==> config.mk <==
export PLATFORM = sky130hd
export DESIGN_NAME = multiplier
export DESIGN_NICKNAME = d
export VERILOG_FILES = /design/src/rtl/mul_pkg.sv /design/src/rtl/abs_conv.sv /design/src/rtl/multiplier.sv
export SDC_FILE = /design/constraint.sdc
export NUM_CORES = 1
export LEC_CHECK = 0
export ABC_AREA = 1
export CAP_MARGIN = 40
export CORE_ASPECT_RATIO = 0.9
export CORE_UTILIZATION = 55
export CTS_BUF_LIST = sky130_fd_sc_hd__clkbuf_8 sky130_fd_sc_hd__clkbuf_16
export DETAILED_ROUTE_END_ITERATION = 16
export GPL_ROUTABILITY_DRIVEN = 0
export PLACE_DENSITY_LB_ADDON = 0.05
export SKIP_LAST_GASP = 1
export SLEW_MARGIN = 20
export SYNTH_ARGS = -nofsm -noshare
export SYNTH_HDL_FRONTEND = slang
export SYNTH_SLANG_ARGS = --single-unit
==> constraint.sdc <==
create_clock -name mul_clk -period 3.29 [get_ports mul_clk]
set_input_delay 0.658 -clock mul_clk [delete_from_list [all_inputs] [get_ports mul_clk]]
set_output_delay 0.658 -clock mul_clk [all_outputs]
set_load 0.05 [all_outputs]
==> src/rtl/mul_pkg.sv <==
// ----------------------------------------------------------------------------
// mul_pkg
// Shared constants and state encoding for the iterative 32x32 multiplier.
//   OP_W    : operand width (32)
//   PROD_W  : product width (64)
//   ITERS   : number of radix-2 shift-add iterations (32)
//   CNT_W   : width of the iteration counter
//   mul_state_e : FSM state encoding (IDLE, RUN, FIX, DONE)
// ----------------------------------------------------------------------------
package mul_pkg;

  localparam int unsigned OP_W   = 32;
  localparam int unsigned PROD_W = 64;
  localparam int unsigned ITERS  = 32;
  localparam int unsigned CNT_W  = 6;

  typedef enum logic [1:0] {
    ST_IDLE = 2'd0,
    ST_RUN  = 2'd1,
    ST_FIX  = 2'd2,
    ST_DONE = 2'd3
  } mul_state_e;

  // True when the counter value marks the final shift-add iteration.
  function automatic logic is_last_iter(input logic [CNT_W-1:0] cnt);
    return (cnt == CNT_W'(ITERS - 1));
  endfunction

endpackage

==> src/rtl/abs_conv.sv <==
// ----------------------------------------------------------------------------
// abs_conv
// Conditional two's-complement negation of a W-bit value. Used to take operand
// magnitudes and to apply the product sign.
//   i_val [W-1:0] : input value
//   i_neg         : 1 = output the two's-complement negation, 0 = pass through
//   o_val [W-1:0] : converted value
// ----------------------------------------------------------------------------
module abs_conv #(
  parameter int unsigned W = 32
) (
  input  logic [W-1:0] i_val,
  input  logic         i_neg,
  output logic [W-1:0] o_val
);

  // Negate when requested; the most negative value maps onto itself, which
  // is the correct unsigned magnitude.
  always_comb begin
    if (i_neg) begin
      o_val = (~i_val) + {{(W-1){1'b0}}, 1'b1};
    end else begin
      o_val = i_val;
    end
  end

endmodule

==> src/rtl/multiplier.sv <==
// ----------------------------------------------------------------------------
// multiplier
// Iterative radix-2 shift-add 32x32 -> 64 multiplier, signed or unsigned.
// Operands are converted to magnitudes at accept, multiplied over 32 RUN
// cycles, and the sign is applied in a single FIX cycle.
//
// Ports:
//   mul_clk     : block clock, rising edge
//   resetn      : synchronous active-low reset
//   mul         : start request, level-sensitive, sampled only in IDLE
//   mul_signed  : 1 = two's-complement operands, sampled with mul
//   x, y [31:0] : multiplicand / multiplier, sampled with mul
//   result[63:0]: product, updated only at the FIX edge
//   complete    : one-cycle pulse while result is newly valid (DONE state)
//   busy        : high in every non-IDLE state
//
// Configuration macro:
//   MUL_EARLY_TERM_EN : when defined, RUN exits to FIX as soon as the
//                       multiplier register has no remaining set bits.
// ----------------------------------------------------------------------------
module multiplier
  import mul_pkg::*;
(
  input  logic              mul_clk,
  input  logic              resetn,
  input  logic              mul,
  input  logic              mul_signed,
  input  logic [OP_W-1:0]   x,
  input  logic [OP_W-1:0]   y,
  output logic [PROD_W-1:0] result,
  output logic              complete,
  output logic              busy
);

  mul_state_e        r_state;
  mul_state_e        w_next_state;
  logic [PROD_W-1:0] r_mcand;
  logic [OP_W-1:0]   r_mplier;
  logic [PROD_W-1:0] r_acc;
  logic [CNT_W-1:0]  r_cnt;
  logic              r_sign;
  logic [PROD_W-1:0] r_result;
  logic              r_complete;
  logic              r_busy;

  logic [OP_W-1:0]   w_x_abs;
  logic [OP_W-1:0]   w_y_abs;
  logic [PROD_W-1:0] w_acc_fix;
  logic [PROD_W-1:0] w_addend;
  logic              w_do_step;
  logic              w_mplier_zero;

  abs_conv #(.W(OP_W)) u_abs_x (
    .i_val (x),
    .i_neg (mul_signed & x[OP_W-1]),
    .o_val (w_x_abs)
  );

  abs_conv #(.W(OP_W)) u_abs_y (
    .i_val (y),
    .i_neg (mul_signed & y[OP_W-1]),
    .o_val (w_y_abs)
  );

  abs_conv #(.W(PROD_W)) u_fix (
    .i_val (r_acc),
    .i_neg (r_sign),
    .o_val (w_acc_fix)
  );

  assign w_mplier_zero = (r_mplier == {OP_W{1'b0}});

  // Step qualifier and partial product for the current RUN cycle.
  always_comb begin
    w_do_step = 1'b0;
    w_addend  = {PROD_W{1'b0}};
`ifdef MUL_EARLY_TERM_EN
    if ((r_state == ST_RUN) && !w_mplier_zero) begin
      w_do_step = 1'b1;
    end else begin
      w_do_step = 1'b0;
    end
`else
    if (r_state == ST_RUN) begin
      w_do_step = 1'b1;
    end else begin
      w_do_step = 1'b0;
    end
`endif
    if (r_mplier[0]) begin
      w_addend = r_mcand;
    end else begin
      w_addend = {PROD_W{1'b0}};
    end
  end

  // Next-state logic.
  always_comb begin
    w_next_state = r_state;
    case (r_state)
      ST_IDLE: begin
        if (mul) begin
          w_next_state = ST_RUN;
        end else begin
          w_next_state = ST_IDLE;
        end
      end
      ST_RUN: begin
`ifdef MUL_EARLY_TERM_EN
        // A zero multiplier register means no partial products remain.
        if (w_mplier_zero || is_last_iter(r_cnt)) begin
          w_next_state = ST_FIX;
        end else begin
          w_next_state = ST_RUN;
        end
`else
        if (is_last_iter(r_cnt)) begin
          w_next_state = ST_FIX;
        end else begin
          w_next_state = ST_RUN;
        end
`endif
      end
      ST_FIX:  w_next_state = ST_DONE;
      ST_DONE: w_next_state = ST_IDLE;
      default: w_next_state = ST_IDLE;
    endcase
  end

  // State register with registered status outputs derived from next state.
  always_ff @(posedge mul_clk) begin
    if (!resetn) begin
      r_state    <= ST_IDLE;
      r_busy     <= 1'b0;
      r_complete <= 1'b0;
    end else begin
      r_state    <= w_next_state;
      r_busy     <= (w_next_state != ST_IDLE);
      r_complete <= (w_next_state == ST_DONE);
    end
  end

  // Datapath: operand capture, shift-add iterations and sign fix-up.
  always_ff @(posedge mul_clk) begin
    if (!resetn) begin
      r_mcand  <= {PROD_W{1'b0}};
      r_mplier <= {OP_W{1'b0}};
      r_acc    <= {PROD_W{1'b0}};
      r_cnt    <= {CNT_W{1'b0}};
      r_sign   <= 1'b0;
      r_result <= {PROD_W{1'b0}};
    end else begin
      case (r_state)
        ST_IDLE: begin
          if (mul) begin
            r_mcand  <= {{(PROD_W-OP_W){1'b0}}, w_x_abs};
            r_mplier <= w_y_abs;
            r_acc    <= {PROD_W{1'b0}};
            r_cnt    <= {CNT_W{1'b0}};
            r_sign   <= mul_signed & (x[OP_W-1] ^ y[OP_W-1]);
          end
        end
        ST_RUN: begin
          if (w_do_step) begin
            r_acc    <= r_acc + w_addend;
            r_mcand  <= {r_mcand[PROD_W-2:0], 1'b0};
            r_mplier <= {1'b0, r_mplier[OP_W-1:1]};
            r_cnt    <= r_cnt + {{(CNT_W-1){1'b0}}, 1'b1};
          end
        end
        ST_FIX: begin
          r_result <= w_acc_fix;
        end
        ST_DONE: begin
          r_cnt <= {CNT_W{1'b0}};
        end
        default: begin
          r_cnt <= {CNT_W{1'b0}};
        end
      endcase
    end
  end

  assign result   = r_result;
  assign complete = r_complete;
  assign busy     = r_busy;

endmodule

* Yosys cells after proc, flatten, opt, wreduce, memory -nomap -nowiden *
Cells that the tools add are included.

word-level totals
  bits in registers = 235
  output and inout port bits = 66
  word-level logic and storage cells = 55
  input bits = 68

operators by class
  reductions and logical operators = 7
  muxes and demuxes = 20
  add/subtract/negate cells = 5
  bitwise operators = 7
  equality and inequality tests = 7

operators with widths
  operator                 count
  $mux W64                 6
  $pmux W64 S2             2
  $mux W32                 4
  $add A32 B1 Y32 const B  2
  $add A64 B1 Y64 const B  1
  $add A64 B64 Y64         1
  $not A32 Y32             2
  $not A64 Y64             1
  $pmux W32 S2             1
  $pmux W6 S3              1
  $mux W6                  2
  $pmux W2 S4              1
  $add A6 B1 Y6 const B    1
  $eq A2 B2 Y1 const B     3
  $eq A6 B5 Y1 const B     1
  $reduce_and A3 Y1        2
  $ne A2 B2 Y1 const B     2
  $reduce_bool A2 Y1       2
  $and A1 B1 Y1            3
  $reduce_bool A3 Y1       1
  $eq A2 B1 Y1 const B     1
  $logic_not A2 Y1         1
  $mux W1                  2
  $mux W2                  1
  other kinds (2)          2

* Depth between registers and ports, before layout *
  depth after elaboration = 5
  depth in mapped cells = 20
  gate-level depth less buffers = 18

* Cells and area by module *
A second synthesis with hierarchy kept.

second synthesis, totals
  cells, all modules = 3,433
  area, all modules = 19,568.8 um2

modules (own cells, without submodules)
  module                   area each (um2)  instances  sequential area each (um2)  cells an instance
  multiplier               14,885.5         1          4,704.5                     2,481
  abs_conv at u_fix        2,466.1          1          0.0                         498
  abs_conv at u_abs_x ...  1,108.6          2          0.0                         227

* Worst setup path before layout *
Ideal clock, no wire load.

  kind = reg2reg
  from = reg r_mplier[0]
  to = reg r_acc[48]
  path buffers = 2
  clock period less this slack = 2,541 ps
  setup time = 132 ps
  cell stages (with the launch flop) = 20
  path slack = 749 ps
  data required time = 3,158 ps
  data arrival time = 2,409 ps
  cells stage by stage = dfxtp_1 -> clkbuf_1 -> clkbuf_1 -> nand2_1 -> inv_1 -> ha_1 -> inv_1 -> fa_1 -> inv_1 -> nand3_1 -> nand2_1 -> nand2_1 -> nand2_1 -> nand2_1 -> nand2_1 -> nand3_1 -> nand3_1 -> nand2_1 -> nand3_1 -> a21oi_1

on the way
  word-level cells in the longest chain between the ends = 4

ends and longest elaborated chain
  element                 RTL line           source
  from (decl)             multiplier.sv:38   logic [OP_W-1:0] r_mplier;
  from (signal assigned)  multiplier.sv:147  r_mplier <= {OP_W{1'b0}};
  from (signal assigned)  multiplier.sv:157  r_mplier <= w_y_abs;
  from (signal assigned)  multiplier.sv:167  r_mplier <= {1'b0, r_mplier[OP_W-1:1]};
  $mux W64                multiplier.sv:90   if (r_mplier[0]) begin
  $add A64 B64 Y64        multiplier.sv:165  r_acc <= r_acc + w_addend;
  $mux W64                multiplier.sv:164  if (w_do_step) begin
  $pmux W64 S2            multiplier.sv:153  case (r_state)
  to (signal assigned)    multiplier.sv:148  r_acc <= {PROD_W{1'b0}};
  to (signal assigned)    multiplier.sv:158  r_acc <= {PROD_W{1'b0}};
  to (signal assigned)    multiplier.sv:165
  to (decl)               multiplier.sv:39   logic [PROD_W-1:0] r_acc;

Every way passes these cells. The select of a mux whose other input is x is not followed.
A chain may end at the register's enable or synchronous reset.

* Final worst setup path *
  from = reg r_mplier[0]
  to = reg r_acc[56]

Same word-level chain as after synthesis.

==> results.cfg <==
[status]
outcome = completed

[global_route]
grt_pass1_vias = 18700
grt_overflow_total = 0
antenna_found_initial = 0
grt_max_degree = 133
grt_pass1_wl_um = 95300
grt_usage_pct = 34.3

[timing]
finalCritPeriodShare_pct = 84.8
clock-skew-final_ps = 24.4
rsz0062_at_grt = no
setup_slack_ps = 501
slew_viol_final = 0
tightest_slew_ps = 854
whs_ps = 470
fin_crit_ps = 2790
fin_setup_tns_ps = 0
max_freq_ghz = 0.359
finalHoldViolations = 0
setup_viol = 0
relSlewSlack_pct = 43.0

[min_path]
hold_path_depth = 2
hold_path_class = register to register
worst_hold_startpoint = r_mplier[13]
min_to = r_mplier[12]

[clock_tree]
numCtsBuffers = 27
cts.reportedPaths.clkPinSlew_ps = 60
clock_sinks = 235
cts_tree = built
clockRootBuffer = clkbuf_16
cts_hold_buf = 0
postCtsSetupRepairBufs = 0
clock_path_buffers = 3
post_cts_resized = 0
h-tree-depth = 1
insertion_delay_ps = 560

[route]
wl_per_cell_um = 15.8
drt_iter0_drc = 2624
wl_met3_um = 6660
highest_layer = met4
ant_nets = 0
drc_errors = 0
via_count = 21000
wl_met2_um = 25100
wl_met1_um = 26400
routed_wl_um = 59700
routed_via_density = 5.57
first_pass_iters = 8

[power_and_ir_drop]
finalPower_mw = 6.95
p_int_mw = 5.02
p_leak_nw = 10.9
p_switching_mw = 1.93
pwr-share-seq_pct = 43.0
switching_share_pct = 27.8
power_frac_comb_pct = 12.9
ir_drop_mv = 0.363
p_clk_share_pct = 44.2
p_per_area_nw_per_um2 = 330

[yosys]
syn-cell-area_um2 = 18500
yosys_warnings = 0
yosysMostFrequentCell = nand2_1
synth.top_cell.area_share_pct = 25.5
synthFlopType = dfxtp_1
ys_async_sr_fraction_pct = 0
ys_ff_latch = 235
yosysTopAreaCell = dfxtp_1
synthTopCellsByArea = dfxtp_1 25%, nand2_1 22%, inv_1 12%
synthesis.nets = 3385
synth_edf_count = 0
ys_types = 50
synth_common_cells = 1081 x nand2_1, 573 x inv_1, 306 x nor2_1, 235 x dfxtp_1, 220 x a21oi_1
synthCells = 3249
yosysSeqAreaShare_pct = 25.5
avgSynthCellArea_um2 = 5.69

[critical_path]
critical_path.max_fanout = 13
cp_slowest_cell = dfxtp_2
cp.depth = 17
r2r_setup_slack_ps = 500
reg2reg_to = r_acc[56]
critPathRequiredTime_ps = 3700
cpMostUsedCell = nand2_1
end_kind = register
critPathTopFamily = simple AND/OR/NAND/NOR gates
start_kind = register
critical_path_class = register to register
critical_path.cell_chain = nand2_1 > inv_1 > ha_1 > inv_1 > fa_1 > inv_1 > nand3_1 > nand2_1 > nand2_1 > nand2_1 > nand3_1 > nand3_1 > nand2_1 > nand2_1 > nand2_1 > nand3_1 > a21oi_1
worstReg2RegStart = r_mplier[0]
reg2regPathDepth = 17
crit_buf_inv = 3
cp.arrival_ps = 3200
max_stage_delay_ps = 510

[placement]
place_hpwl_um = 45600
dpl_cell_area_um2 = 20200
place_ws_ps = 493
dp_cells = 3726
port_buffers = 133

[run]
cap_violations = 0

[floorplanning]
die_h_um = 176
core_area_um2 = 33000
fp.dieW_um = 195
io_pins = 134
initial_core_util_pct = 55.9
dieArea_um2 = 34300
rows = 63

[layout]
area_growth_pct = 14.1
drive_gt1_share_pct = 3.91
final_nets = 3469
final_area_um2 = 21100
nFillCells = 3265
diodes = 0
final_cells = 3772
fin_util_pct = 63.8
cell usage in the layout, fill, tap and decap left out, types with 30 or more instances in the layout:
cell type        Yosys  layout
nand2_1           1081    1081
o21ai_0            117     117
clkdlybuf4s50_1      0     132
nand3_1            215     215
nor3_1              30      30
a31oi_1             36      36
a21oi_1            220     220
xor2_1              44      44
dfxtp_1            235     234
inv_1              573     575
nor2_1             306     304
ha_1                67      67
logic make-up after synthesis:
family	after synthesis	share of synthesized area [%]
AO/OA/AOI/OAI	489	15.0
XOR/XNOR	49	2.32
adder cells (fa/ha/maj)	68	4.65
buffers and inverters	681	14.0
flip-flops	235	25.5
AND/OR/NAND/NOR	1727	38.6
routing by layer:
metal / GRT usage [%] / vias up
li1: - / 10400
met2: 53.6 / 1007
met3: 5.43 / 125
met4: 8.27 / 0
met5: 0 / -
met1: 49.0 / 9476
tightest hold or removal path: stages, from the launching register on:
cell and delay [ps]:
dfxtp_1 310, nand2_1 60, a21oi_1 50
cell type report:
type                    instances  area (um^2)  area share [%]
clock inverters                16          168           0.795
repair buffers                154         1560            7.40
inverters                     582         2190            10.4
flip-flops and latches        235         4710            22.3
multi-input cells            2333        11200            53.2
clock buffers                  30          717            3.40
well taps                     422          528            2.50
flip-flops by register name (all words and copies together) (netlist names), 2 cells and up:
name	count
r_mcand	64
r_state	2
r_acc	64
result	64
r_mplier	32
r_cnt	6
worst max-delay path by stage:
stage	startpoint	end	slack (ps)
global placement	mul	r_mplier[11]	550
global route	r_mplier[0]	r_acc[59]	280
CTS	r_mplier[0]	r_acc[60]	620
detailed placement	mul	r_mplier[4]	490
finish	r_mplier[0]	r_acc[56]	500
floorplan	r_mplier[0]	r_acc[48]	750
power groups by stage:
stage          logic, mW  registers (mW)  clock network (mW)
6_report           0.896            2.99                3.07
5_1_grt            0.979            2.99                3.21
4_1_cts            0.883            2.98                3.10
3_5_place_dp       0.879            3.05                   0
3_3_place_gp       0.864            3.05                   0
2_1_floorplan      0.573            3.02                   0
Power figures use the tool's default switching activity.
